### src/rtl/alu_out_buffer.sv
// Result FIFO between an ALU and its consumer, with flush and an occupancy count.
// Optional macro ALU_OUT_BUFFER_BYPASS_EN adds a same-cycle path from input to output when empty.
module alu_out_buffer #(
    parameter int DATA_WIDTH = 32,
    parameter int DEPTH      = 4
) (
    input  logic                       clk,
    input  logic                       rst,
    input  logic                       flush,
    input  logic                       in_valid,
    input  logic [DATA_WIDTH-1:0]      in_data,
    output logic                       in_ready,
    output logic                       out_valid,
    output logic [DATA_WIDTH-1:0]      out_data,
    input  logic                       out_ready,
    output logic                       out_zero,
    output logic [$clog2(DEPTH+1)-1:0] count
);
    localparam int PTR_W = $clog2(DEPTH);
    localparam int CNT_W = $clog2(DEPTH + 1);
    localparam logic [CNT_W-1:0] FULL = CNT_W'(DEPTH);

    logic [DATA_WIDTH-1:0] mem [DEPTH];
    logic [PTR_W-1:0]      rd_ptr;
    logic [PTR_W-1:0]      wr_ptr;
    logic [CNT_W-1:0]      count_q;
    logic                  empty;
    logic                  bypass;
    logic                  push;
    logic                  pop;
    logic                  push_store;
    logic                  pop_store;

    assign empty = (count_q == '0);

`ifdef ALU_OUT_BUFFER_BYPASS_EN
    // Reset is included so outputs stay quiet while rst is held, whatever in_valid does.
    assign bypass = empty && !flush && in_valid && !rst;
`else
    assign bypass = 1'b0;
`endif

    assign in_ready  = (count_q < FULL);
    assign out_valid = !empty || bypass;
    assign count     = count_q;

    always_comb begin
        out_data = '0;
        if (!empty)
            out_data = mem[rd_ptr];
        else if (bypass)
            out_data = in_data;
    end

    assign out_zero = out_valid && (out_data == '0);

    assign push = in_valid && in_ready;
    assign pop  = out_valid && out_ready;

    // A bypassed result taken by the consumer never touches storage.
    assign push_store = push && !(bypass && out_ready);
    assign pop_store  = pop && !empty;

    // NOTE: state registers use non-blocking assignments so every flop samples pre-edge values.
    always_ff @(posedge clk or posedge rst) begin
        if (rst) begin
            rd_ptr  <= '0;
            wr_ptr  <= '0;
            count_q <= '0;
        end else if (flush) begin
            rd_ptr  <= '0;
            wr_ptr  <= '0;
            count_q <= '0;
        end else begin
            if (push_store)
                wr_ptr <= wr_ptr + PTR_W'(1);
            if (pop_store)
                rd_ptr <= rd_ptr + PTR_W'(1);
            case ({push_store, pop_store})
                2'b10:   count_q <= count_q + CNT_W'(1);
                2'b01:   count_q <= count_q - CNT_W'(1);
                default: count_q <= count_q;
            endcase
        end
    end

    // NOTE: the storage array has no reset; the count gates every read, so stale words never escape.
    always_ff @(posedge clk) begin
        if (push_store && !flush)
            mem[wr_ptr] <= in_data;
    end
endmodule

### config.mk
export PLATFORM = sky130hd
export DESIGN_NAME = alu_out_buffer
export DESIGN_NICKNAME = d
export VERILOG_FILES = /design/src/rtl/alu_out_buffer.sv
export SDC_FILE = /design/constraint.sdc
export NUM_CORES = 1
export LEC_CHECK = 0
export ABC_CLOCK_PERIOD_IN_PS = 2500
export CAP_MARGIN = 20
export CORE_UTILIZATION = 35
export CTS_CLUSTER_DIAMETER = 40
export DETAILED_ROUTE_END_ITERATION = 8
export PLACE_DENSITY = 0.65
export SETUP_SLACK_MARGIN = 0.5
export SLEW_MARGIN = 40
export SYNTH_ARGS = -nofsm -noshare
export SYNTH_HDL_FRONTEND = slang
export SYNTH_SLANG_ARGS = --single-unit
### constraint.sdc
create_clock -name clk -period 2.5 [get_ports clk]
set_input_delay 0.5 -clock clk [delete_from_list [all_inputs] [get_ports clk]]
set_output_delay 0.5 -clock clk [all_outputs]
set_load 0.02 [all_outputs]
# Yosys cells after proc, flatten, opt, wreduce, memory -nomap -nowiden

Memory sizes are Yosys's and may differ from the RTL's.
Cells that the tools add are included.

Flip-flop bits (word level): 7
Bits in read-only memories: 0
Output and inout port bits: 38
Logic and storage cells: 32
RAM bits: 128
Input port bits: 37
Memories: 1
Bits in latches: 0

Memories:

| name | words | bits a word | read ports | clocked after Yosys merged registers in | wr ports | line | RTL |
|---|---|---|---|---|---|---|---|
| mem  | 4     | 32          | 1          | 0                                       | 1        | 23   | `logic [DATA_WIDTH-1:0] mem [DEPTH];` |

Bitwise operators: 0
Equal/unequal tests: 2
Reduce and logical (&&, ||, !) cells: 12
Add/sub/neg operators: 4
Order comparisons: 1
Multiply operators: 0
Divide/modulo/power cells: 0
Shifts and indexed selects: 0
Muxes and demuxes: 9

Operator list:

| cell                                                               | number |
|---|---|
| 32-bit logical NOT                                                 | 1 |
| 32-bit two-way mux                                                 | 1 |
| 2-bit two-way mux                                                  | 4 |
| 3-bit case mux with 2 select lines                                 | 1 |
| 1-bit logical AND                                                  | 5 |
| 2-bit by 1-bit adder with 2-bit output, second input constant      | 2 |
| 2-bit nonzero test                                                 | 2 |
| 3-bit by 1-bit adder with 3-bit output, second input constant      | 1 |
| 3-bit logical NOT                                                  | 1 |
| 3-bit < comparator, second input constant                          | 1 |
| 3-bit two-way mux                                                  | 1 |
| 3-bit nonzero test                                                 | 1 |
| 3-bit by 1-bit subtractor with 3-bit output, second input constant | 1 |
| 2-bit by 1-bit == test with 1-bit output, second input constant    | 1 |
| 2-bit == test, second input constant                               | 1 |
| 1-bit logical NOT                                                  | 2 |
| 1-bit two-way mux                                                  | 2 |

# Depth between registers and ports, before layout

Depth in word-level cells: 7
Gate-level depth with buffers: 7
Depth with buffers taken out: 6

# Worst setup path after synthesis

No wires, ideal clock.

Path type: reg-to-output
Start point: reg rd_ptr[0]
End point: out out_zero
Path slack: 0.134 ns
Cell stages (with the launch flop): 7
Path buffers: 2
Arrival: 1.866 ns
Data required time: 2.000 ns
Cell sequence: dfrtp_1 -> buf_6 -> buf_12 -> mux4_2 -> nor4_2 -> nand4_1 -> nor3_2

Word-level cells in the longest chain between the ends: 4

Ends and longest elaborated chain:

| element                | line | RTL |
|---|---|---|
| from (decl)            | 24   | `logic [PTR_W-1:0] rd_ptr;` |
| from (signal assigned) | 78   | `rd_ptr <= rd_ptr + PTR_W'(1);` |
| memory 4 x 32 bit      | -    |  |
| 32-bit two-way mux     | 49   | `if (!empty)` |
| 32-bit logical NOT     | 55   | `assign out_zero = out_valid && (out_data == '0);` |
| 1-bit logical AND      | 55   |  |
| to (decl)              | 16   | `output logic out_zero,` |

Every way passes these cells.

# Final worst setup path

Same ends and word-level chain as after synthesis.

==> out/metrics.yaml <==
violations: "setup timing"
crit_type: "reg2out"
clkPwrFrac_pct: 29.3
grt_pass1_vias: 3010
rsz0062_at_grt: "true"
dpl-instance-area_um2: 6655
gr-total-overflow: 0
num_vias: 2838
drive_gt1_share_pct: 37.56
fp.dieW_um: 126.7
start_util_pct: 35.82
nets: 425
reg2reg_from: "count[2]"
worstPathArrival_ps: 2440
drt_pass1_iterations: 4
wl_mm: 11.07
setup_violations: 19
worst_pin_slew_ps: 302.3
hold_path.class: "in2async"
clk_pin_slew_ps: 50
syn_area_per_cell_um2: 20.63
dp_hpwl_mm: 7.567
crit_buf_inv: 3
vias_per_cell: 4.876
cts_tree: "built"
cp_max_fo: 7
power_density_nw_per_um2: 1145
cts_made_buffers: 17
cp_cell_sequence: "buf_12 -> mux4_2 -> nor4_4 -> buf_4 -> nand4_1 -> nor3_4 -> buf_6"
cpPeakStageDelay_ps: 550
final_cell_area_um2: 7433
ys_types: 30
diodes: 0
die_h_um: 126.7
leakage_nw: 2.609
dieArea_um2: 16060
clockBufferDepth: 2
period_minus_slack_ps: 2941
power_frac_comb_pct: 38.9
pre_cts_ws_ps: -616.5
clk_latency_ps: 400
p_switching_w: 0.002480
syn2layout_area_growth_pct: 36.51
final.setup_skew_ps: 5.696
vdd.ir_drop.worst_v: 0.0005370
cp.required_ps: 2000
grt_usage_pct: 15.00
drtIter0Drc: 171
fmax_ghz: 0.3400
reg2reg_depth: 7
ant_nets: 0
fillCellCount: 1263
gp_congestion: 0.7375
ys_seq_elements: 135
worstSetupStartpoint: "rd_ptr[0]"
status: "finished, violations left"
final_common_cell: "edfxtp_1"
avgRoutedWirePerCell_um: 19.01
endpoint_kind: "output pin"
p_int_w: 0.006030
syn_nets: 306
grt_pass1_wl_mm: 17.18
fin_crit_sh_pct: 117.6
power_switching_share_pct: 29.14
yosys_warnings: 0
startpoint_type: "flip-flop"
synth-seq-area-share_pct: 73.81
slowest_stage: "mux4_2"
hold_viol: 0
slew_viol_final: 0
synth.cell_area_um2: 5445
port_buffers: 74
clkSinkCount: 135
cp.depth: 7
grt_max_degree: 34
clock-root-buffer: "clkbuf_16"
cts_hold_buf: 0
num_rows: 45
path_delay_family: "simple AND/OR/NAND/NOR gates"
pwr-share-seq_pct: 31.8
drc: 0
final_cell_mix: "edfxtp_1 (128), clkdlybuf4s50_1 (43), mux4_2 (32), buf_6 (29), buf_4 (18)"
htreeDepth: 4
grt_antenna_before_repair: 0
pin_count: 75
holdWs_ps: 336.2
core_um2: 15200
slew-limit-headroom_pct: 79.77
fin_ws_ps: -441.1
max_cap_violations: 0
netlist_instances: 264
## what timing repair did
item	CTS	global route
buffers inserted	4	1
gates resized for setup	144	17
setup endpoints to repair	39	33
cloned	0	0
pin swaps	12	5
## power groups by stage
stage | registers (W) | clock network [W] | logic [W]
final | 0.00271 | 0.00249 | 0.00331
after floorplan | 0.00277 | 0 | 0.00162
after global placement | 0.00274 | 0 | 0.00301
after global routing | 0.00272 | 0.00263 | 0.00353
after CTS | 0.00271 | 0.00253 | 0.00326
after detailed placement | 0.00275 | 0 | 0.00302
## cells by family after synthesis
group | Yosys count | synth area share, %
xor gates and xnor gates | 4 | 0.6435
adders and majority gates | 5 | 1.287
AOI/OAI and AO/OA | 5 | 0.6433
DFF | 135 | 73.81
and+or+nand+nor | 64 | 7.123
buffers and inverters | 18 | 2.803
muxes | 33 | 13.69
## metrics by stage
stage	power, W	TNS [ps]	util [%]	instances
detailed placement	0.005771	-961.5	43.78	547
floorplan	0.004397	0	-	264
CTS	0.008506	-4683	48.44	581
global route	0.008887	-5006	48.90	582
global placement	0.005756	-891.0	43.78	547
finish	0.008510	-3421	48.90	582
## registers in the layout, summed over array words and instances (netlist names)
signal  flops
rd_ptr      2
wr_ptr      2
mem       128
count       3
## synthesized netlist by cell type, drive strengths merged
master / n / share of area [%]
nor2b: 2 / 0.23
mux2i: 1 / 0.18
a21o: 1 / 0.14
or3: 1 / 0.11
xnor2: 2 / 0.32
nand3: 1 / 0.092
ha: 4 / 0.92
a21oi: 3 / 0.28
nand4: 2 / 0.23
buf: 5 / 1.4
nand2: 1 / 0.069
fa: 1 / 0.37
o31ai: 1 / 0.23
dfrtp: 7 / 3.2
nor3: 3 / 0.37
mux4: 32 / 14
nor4: 8 / 1.1
clkbuf: 8 / 1.1
nor2: 9 / 0.62
inv: 5 / 0.34
xor2: 2 / 0.32
edfxtp: 128 / 71
and2: 37 / 4.3
## path summary, 6_finish.rpt
kind	end	slack [ps]
worst max-delay path	out_zero	-440
worst min-delay path	count[1]	340
worst max register to register	count[2]	660
worst min register to register	wr_ptr[0]	610
max in group asynchronous	rd_ptr[0]	1910
min in group clk	wr_ptr[0]	610
## layout make-up
class / count / area (µm²) / area share [%]
sequential: 135 / 4020 / 54.08
multi-input combinational: 111 / 1363 / 18.33
timing repair buffer: 113 / 1205 / 16.21
clock buffer: 20 / 436.7 / 5.874
tap: 188 / 235.2 / 3.164
clock inverter: 10 / 155.1 / 2.087
inverter: 5 / 18.77 / 0.2525
## layer usage
metal  track usage, %  vias up  part of all wire [%]  wire (µm)
met5                0        -                     0          0
met4            5.462        0                   1.1        127
met3            4.429       13                   5.0        548
met2            24.80       84                    51       5601
met1            18.77     1450                    43       4789
li1                 -     1291                     -          -
No activity file was read; power rests on OpenSTA's default activity.
